==> src/rtl/peak_gen_nbit_if.sv <==
// Control/status bundle between a host and the peak_gen_nbit pulse-train generator.
// The abort signal exists only when PEAK_GEN_ABORT_EN is defined.
interface peak_gen_nbit_if #(
    parameter int CNTR_WIDTH = 8,
    parameter int PER_WIDTH  = 8
);
    logic                  start;
    logic [CNTR_WIDTH-1:0] num_pulses;
    logic [PER_WIDTH-1:0]  high_cycles;
    logic [PER_WIDTH-1:0]  low_cycles;
`ifdef PEAK_GEN_ABORT_EN
    logic                  abort;
`endif
    logic                  sig_out;
    logic                  busy;
    logic                  done;
    logic [CNTR_WIDTH-1:0] sent_count;

    modport master (
        output start, num_pulses, high_cycles, low_cycles,
`ifdef PEAK_GEN_ABORT_EN
        output abort,
`endif
        input  sig_out, busy, done, sent_count
    );

    modport slave (
        input  start, num_pulses, high_cycles, low_cycles,
`ifdef PEAK_GEN_ABORT_EN
        input  abort,
`endif
        output sig_out, busy, done, sent_count
    );
endinterface

==> src/rtl/peak_gen_nbit.sv <==
// peak_gen_nbit: emits N rectangular pulses of H high / L low clken ticks on command.
// Define PEAK_GEN_ABORT_EN to add an abort input that ends a train early.
module peak_gen_nbit #(
    parameter int CNTR_WIDTH = 8,
    parameter int PER_WIDTH  = 8
) (
    input  logic           clk,
    input  logic           rst,
    input  logic           clken,
    peak_gen_nbit_if.slave bus
);
    localparam logic [PER_WIDTH-1:0]  PER_ONE  = PER_WIDTH'(1);
    localparam logic [CNTR_WIDTH-1:0] CNTR_ONE = CNTR_WIDTH'(1);

    typedef enum logic [1:0] {S_IDLE, S_HIGH, S_LOW, S_DONE} state_t;

    state_t                state, state_nx;
    logic [CNTR_WIDTH-1:0] n_lat, n_lat_nx;
    logic [CNTR_WIDTH-1:0] sent, sent_nx;
    logic [PER_WIDTH-1:0]  h_lat, h_lat_nx;
    logic [PER_WIDTH-1:0]  l_lat, l_lat_nx;
    logic [PER_WIDTH-1:0]  phase, phase_nx;
    logic                  sig_q, busy_q, done_q;
    logic                  abort_hit;

    // A zero phase length would stall the train, so it is promoted to one tick.
    function automatic logic [PER_WIDTH-1:0] floor_one(input logic [PER_WIDTH-1:0] v);
        return (v == '0) ? PER_ONE : v;
    endfunction

`ifdef PEAK_GEN_ABORT_EN
    assign abort_hit = bus.abort && ((state == S_HIGH) || (state == S_LOW));
`else
    assign abort_hit = 1'b0;
`endif

    always_comb begin
        state_nx = state;
        n_lat_nx = n_lat;
        h_lat_nx = h_lat;
        l_lat_nx = l_lat;
        phase_nx = phase;
        sent_nx  = sent;
        if (abort_hit) begin
            state_nx = S_DONE;
        end else begin
            case (state)
                S_IDLE: begin
                    if (clken && bus.start) begin
                        if (bus.num_pulses != '0) begin
                            n_lat_nx = bus.num_pulses;
                            h_lat_nx = floor_one(bus.high_cycles);
                            l_lat_nx = floor_one(bus.low_cycles);
                            phase_nx = floor_one(bus.high_cycles);
                            sent_nx  = CNTR_ONE;
                            state_nx = S_HIGH;
                        end else begin
                            sent_nx  = '0;
                            state_nx = S_DONE;
                        end
                    end
                end
                S_HIGH: begin
                    if (clken) begin
                        if (phase <= PER_ONE) begin
                            phase_nx = l_lat;
                            state_nx = S_LOW;
                        end else begin
                            phase_nx = phase - PER_ONE;
                        end
                    end
                end
                S_LOW: begin
                    if (clken) begin
                        if (phase <= PER_ONE) begin
                            if (sent == n_lat) begin
                                state_nx = S_DONE;
                            end else begin
                                phase_nx = h_lat;
                                sent_nx  = sent + CNTR_ONE;
                                state_nx = S_HIGH;
                            end
                        end else begin
                            phase_nx = phase - PER_ONE;
                        end
                    end
                end
                // DONE is a single clk regardless of clken so done is always one cycle wide.
                S_DONE:  state_nx = S_IDLE;
                default: state_nx = S_IDLE;
            endcase
        end
    end

    always_ff @(posedge clk or negedge rst) begin
        if (!rst) begin
            state  <= S_IDLE;
            n_lat  <= '0;
            h_lat  <= '0;
            l_lat  <= '0;
            phase  <= '0;
            sent   <= '0;
            sig_q  <= 1'b0;
            busy_q <= 1'b0;
            done_q <= 1'b0;
        end else begin
            state  <= state_nx;
            n_lat  <= n_lat_nx;
            h_lat  <= h_lat_nx;
            l_lat  <= l_lat_nx;
            phase  <= phase_nx;
            sent   <= sent_nx;
            sig_q  <= (state_nx == S_HIGH);
            busy_q <= (state_nx == S_HIGH) || (state_nx == S_LOW);
            done_q <= (state_nx == S_DONE);
        end
    end

    assign bus.sig_out    = sig_q;
    assign bus.busy       = busy_q;
    assign bus.done       = done_q;
    assign bus.sent_count = sent;
endmodule
==> src/flat_wrapper.sv <==
// flat-port wrapper written by rule: the top's interface ports become plain ports
module peak_gen_nbit_flat 
#(
    parameter int CNTR_WIDTH = 8,
    parameter int PER_WIDTH  = 8
)
  (clk, rst, clken, bus_start, bus_num_pulses, bus_high_cycles, bus_low_cycles, bus_sig_out, bus_busy, bus_done, bus_sent_count);
  peak_gen_nbit_if #(.CNTR_WIDTH(CNTR_WIDTH), .PER_WIDTH(PER_WIDTH)) bus_i ();
  input  logic clk;
  input  logic rst;
  input  logic clken;
  input wire logic [$bits(bus_i.start)-1:0] bus_start;
  input wire logic [$bits(bus_i.num_pulses)-1:0] bus_num_pulses;
  input wire logic [$bits(bus_i.high_cycles)-1:0] bus_high_cycles;
  input wire logic [$bits(bus_i.low_cycles)-1:0] bus_low_cycles;
  output wire logic [$bits(bus_i.sig_out)-1:0] bus_sig_out;
  output wire logic [$bits(bus_i.busy)-1:0] bus_busy;
  output wire logic [$bits(bus_i.done)-1:0] bus_done;
  output wire logic [$bits(bus_i.sent_count)-1:0] bus_sent_count;
  assign bus_i.start = bus_start;
  assign bus_i.num_pulses = bus_num_pulses;
  assign bus_i.high_cycles = bus_high_cycles;
  assign bus_i.low_cycles = bus_low_cycles;
  assign bus_sig_out = bus_i.sig_out;
  assign bus_busy = bus_i.busy;
  assign bus_done = bus_i.done;
  assign bus_sent_count = bus_i.sent_count;
  peak_gen_nbit #(.CNTR_WIDTH(CNTR_WIDTH), .PER_WIDTH(PER_WIDTH)) u_core (.clk(clk), .rst(rst), .clken(clken), .bus(bus_i));
endmodule
==> config.mk <==
export PLATFORM = sky130hd
export DESIGN_NAME = peak_gen_nbit_flat
export DESIGN_NICKNAME = d
export VERILOG_FILES = /design/src/rtl/peak_gen_nbit_if.sv /design/src/rtl/peak_gen_nbit.sv /design/src/flat_wrapper.sv
export SDC_FILE = /design/constraint.sdc
export NUM_CORES = 1
export LEC_CHECK = 0
export BUFFER_PORTS_ARGS = -buffer_cell sky130_fd_sc_hd__buf_2
export CORE_ASPECT_RATIO = 1.5
export CORE_MARGIN = 1
export CORE_UTILIZATION = 45
export DETAILED_ROUTE_END_ITERATION = 16
export PLACE_DENSITY = 0.65
export SYNTH_ARGS = -nofsm -noshare
export SYNTH_HDL_FRONTEND = slang
export SYNTH_SLANG_ARGS = --single-unit
==> constraint.sdc <==
create_clock -name clk -period 3.3 [get_ports clk]
set_clock_uncertainty 0.1 [all_clocks]
set_input_delay 0.33 -clock clk [delete_from_list [all_inputs] [get_ports clk]]
set_output_delay 0.33 -clock clk [all_outputs]
set_load 0.02 [all_outputs]
==> impl_metrics.yaml <==
placed_design:
  dp_hpwl_um: 4590
  place_ws_ns: 0.596
  port_buffers: 38
  place_congestion: 0.886
  dp_cells: 359
drt:
  wl_per_cell_um: 16.7
  viasPerCell: 5.99
  drcViolationCount: 0
  wirelength_um: 6120
  drt_pre_antenna_iters: 4
  ant_nets: 0
  drt-initial-drc-count: 194
  vias: 2197
grt:
  grt_util_met2_pct: 41.9
  grt_util_all_layers_pct: 21.9
  grt_use_met1_pct: 23.0
  use_met3_pct: 3.11
  grt_overflow: 0
  antenna_found_initial: 0
  grt_pass1_vias: 2184
  grt_max_degree: 46
  top_usage_layer: "met2"
  grt_pass1_wl_um: 10200
critical_path:
  start_kind: "flip-flop"
  timing.rr.start: "u_core.state[0]"
  cp-startpoint: "u_core.state[0]"
  required_ns: 3.38
  crit_type: "reg2reg"
  cp_data_arrival_time_ns: 2.84
  cp_max_fo: 13
  crit_path_end_kind: "flip-flop"
yosys:
  ys_ff_latch: 45
  synth_cells: 259
  yosys.area.top_type: "dfrtp_1"
  ys_types: 45
  synth_edf_count: 0
  yosysSeqAreaShare_pct: 42.9
  avgSynthCellArea_um2: 10.1
  syn_nets: 297
  netlist.area_leader.share_pct: 42.9
  netlist_area_um2: 2630
  yosys_warnings: 0
  synth_ff_type: "dfrtp_1"
  synth_area_leaders: "dfrtp_1 43%, mux2_2 12%, ha_1 4.8%, o21ai_0 4.0%, or4_1 3.1%"
  synthArstFlopShare_pct: 100
clock_network:
  clkTransAtPathRegs_ns: 0.09
  insertion_delay_ns: 0.30
  root_buffer: "clkbuf_8"
  cts_made_buffers: 5
  h-tree-depth: 2
  clock_sinks: 45
  ctsResizeCount: 0
  cts_tree: "yes"
  clockBufferDepth: 2
  cts_setup_buffers: 0
  hold_buffers: 0
power_and_ir_drop:
  clkPwrFrac_pct: 13.8
  combPwrFrac_pct: 45.9
  peakVddDrop_uv: 369
  power_density_nw_per_um2: 841
  swShare_pct: 41.0
  pwr-share-seq_pct: 40.3
  power.leakage_uw: 0.00127
  p_switching_uw: 1020
  p_int_uw: 1470
sta:
  period_minus_slack_ns: 2.76
  max_slew_margin_pct: 33.1
  tightest_slew_ns: 1.00
  post-route-period-util_pct: 83.7
  hold_viol: 0
  drv_slew: 0
  holdWs_ns: 0.0938
  setup_violations: 0
  grt_setup_unrepaired: "false"
  max_freq_mhz: 362
  fin_tns_setup_ns: 0
  worst_slack_ns: 0.536
floorplan:
  io_pins: 39
  dieArea_um2: 6150
  initial_core_util_pct: 47.5
  die_height_um: 95.6
  rows: 33
  core_um2: 5530
  die_w_um: 64.4
finish:
  final_nets: 334
  fin_util_pct: 53.6
  seqCellArea_um2: 1130
  layout-drive-gt1-share_pct: 27.9
  antenna_cells: 0
  multi_input_area_um2: 1390
  fin_cells: 367
  area_growth_pct: 13.0
  fillerInstances: 540
outcome:
  status: "completed"
run:
  maxCapViolations: 0
hold_path:
  min_path_type: "in2async"
## final timing paths
kind                                    to  slack [ns]  depth (start not counted)
setup / recovery           u_core.phase[4]        0.54                          7
hold / removal             u_core.l_lat[6]        0.09                          1
setup reg to reg           u_core.phase[4]        0.54                          7
hold reg to reg            u_core.h_lat[1]        0.41                          1
max in group asynchronous  u_core.phase[4]        2.38                          1
min in group clk           u_core.n_lat[6]        0.17                          2
## synthesized netlist by cell type, types with 2 or more instances
library cell and instances:
a21oi_1 13, dfrtp_1 45, o21ai_0 21, o211ai_1 2, or3_1 2, a2111o_1 2
nand3_1 5, a221oi_1 3, a211o_1 2, or2_2 2, a22oi_1 2, a211oi_1 3
o31ai_1 3, clkbuf_1 10, a31oi_1 2, nor3_1 6, inv_1 14, nor4_1 3
ha_1 10, o41ai_1 3, nand2_1 18, mux2_2 27, a2111oi_0 2, xnor2_1 9
o32a_1 5, and3_1 3, or4_1 11, o22ai_1 3, nor2_1 11, buf_6 2
## sequential cells by signal, summed over array words and instances, names as in the netlist
register	count
u_core.bus.sent_count	8
u_core.h_lat	8
u_core.l_lat	8
u_core.n_lat	8
u_core.phase	8
u_core.state	2
u_core.bus.busy	1
u_core.bus.done	1
u_core.bus.sig_out	1
## area by class of cell
cell class                 count  area share, %
timing repair buffer          42           7.42
inverter                      15           1.90
clock buffer                   5           2.32
sequential                    45           37.9
clock inverter                 3          0.717
multi-input combinational    187           46.8
tap                           70           2.95
## per-layer routing
metal / routed length [um] / part of all wire, % / vias up
li1: - / - / 1043
met1: 2400 / 39 / 1082
met2: 3320 / 54 / 59
met3: 211 / 3.4 / 13
met4: 191 / 3.1 / 0
met5: 0 / 0 / -
## power groups by stage
stage | Sequential [uW] | Clock (uW) | Combinational [uW]
floorplan | 980 | 0 | 876
global placement | 1010 | 0 | 1130
detailed placement | 1020 | 0 | 1150
CTS | 1010 | 353 | 1150
global route | 1030 | 372 | 1280
finish | 1010 | 343 | 1150
## logic make-up after synthesis
family | synth area share (%)
compound gates | 19.0
simple gates | 14.0
flops | 42.9
mux | 12.0
buf+inv | 4.43
fa+ha+maj | 4.76
xor+xnor | 3.00
## worst max-delay path, cell delays in order, from the launching register on
cell,delay (ns)
dfrtp_1,0.41
inv_1,0.10
ha_1,0.36
nor2_1,0.15
nor2_1,0.05
a211oi_1,0.49
nor2b_1,0.56
mux2_2,0.40
## through the flow
step,area (um2),power [uW]
final,2970,2500
after global routing,2970,2680
after CTS,2970,2510
after detailed placement,2880,2160
after global placement,2880,2140
after floorplan,2630,1860
## placed cells by master, fill, tap and decap left out, types with 3 or more instances in the layout
master	instances
nor3_1	6
inv_1	14
a211oi_1	3
o32a_1	5
nand2_1	18
o22ai_1	3
nor4_1	3
o21ai_0	21
a21oi_1	13
a221oi_1	3
or4_1	11
buf_4	4
o31ai_1	3
dfrtp_1	45
nand3_1	5
ha_1	10
xnor2_1	9
o41ai_1	3
and3_1	3
clkbuf_8	5
buf_2	38
mux2_2	27
nor2_1	10
Power figures use the tool's default switching activity.
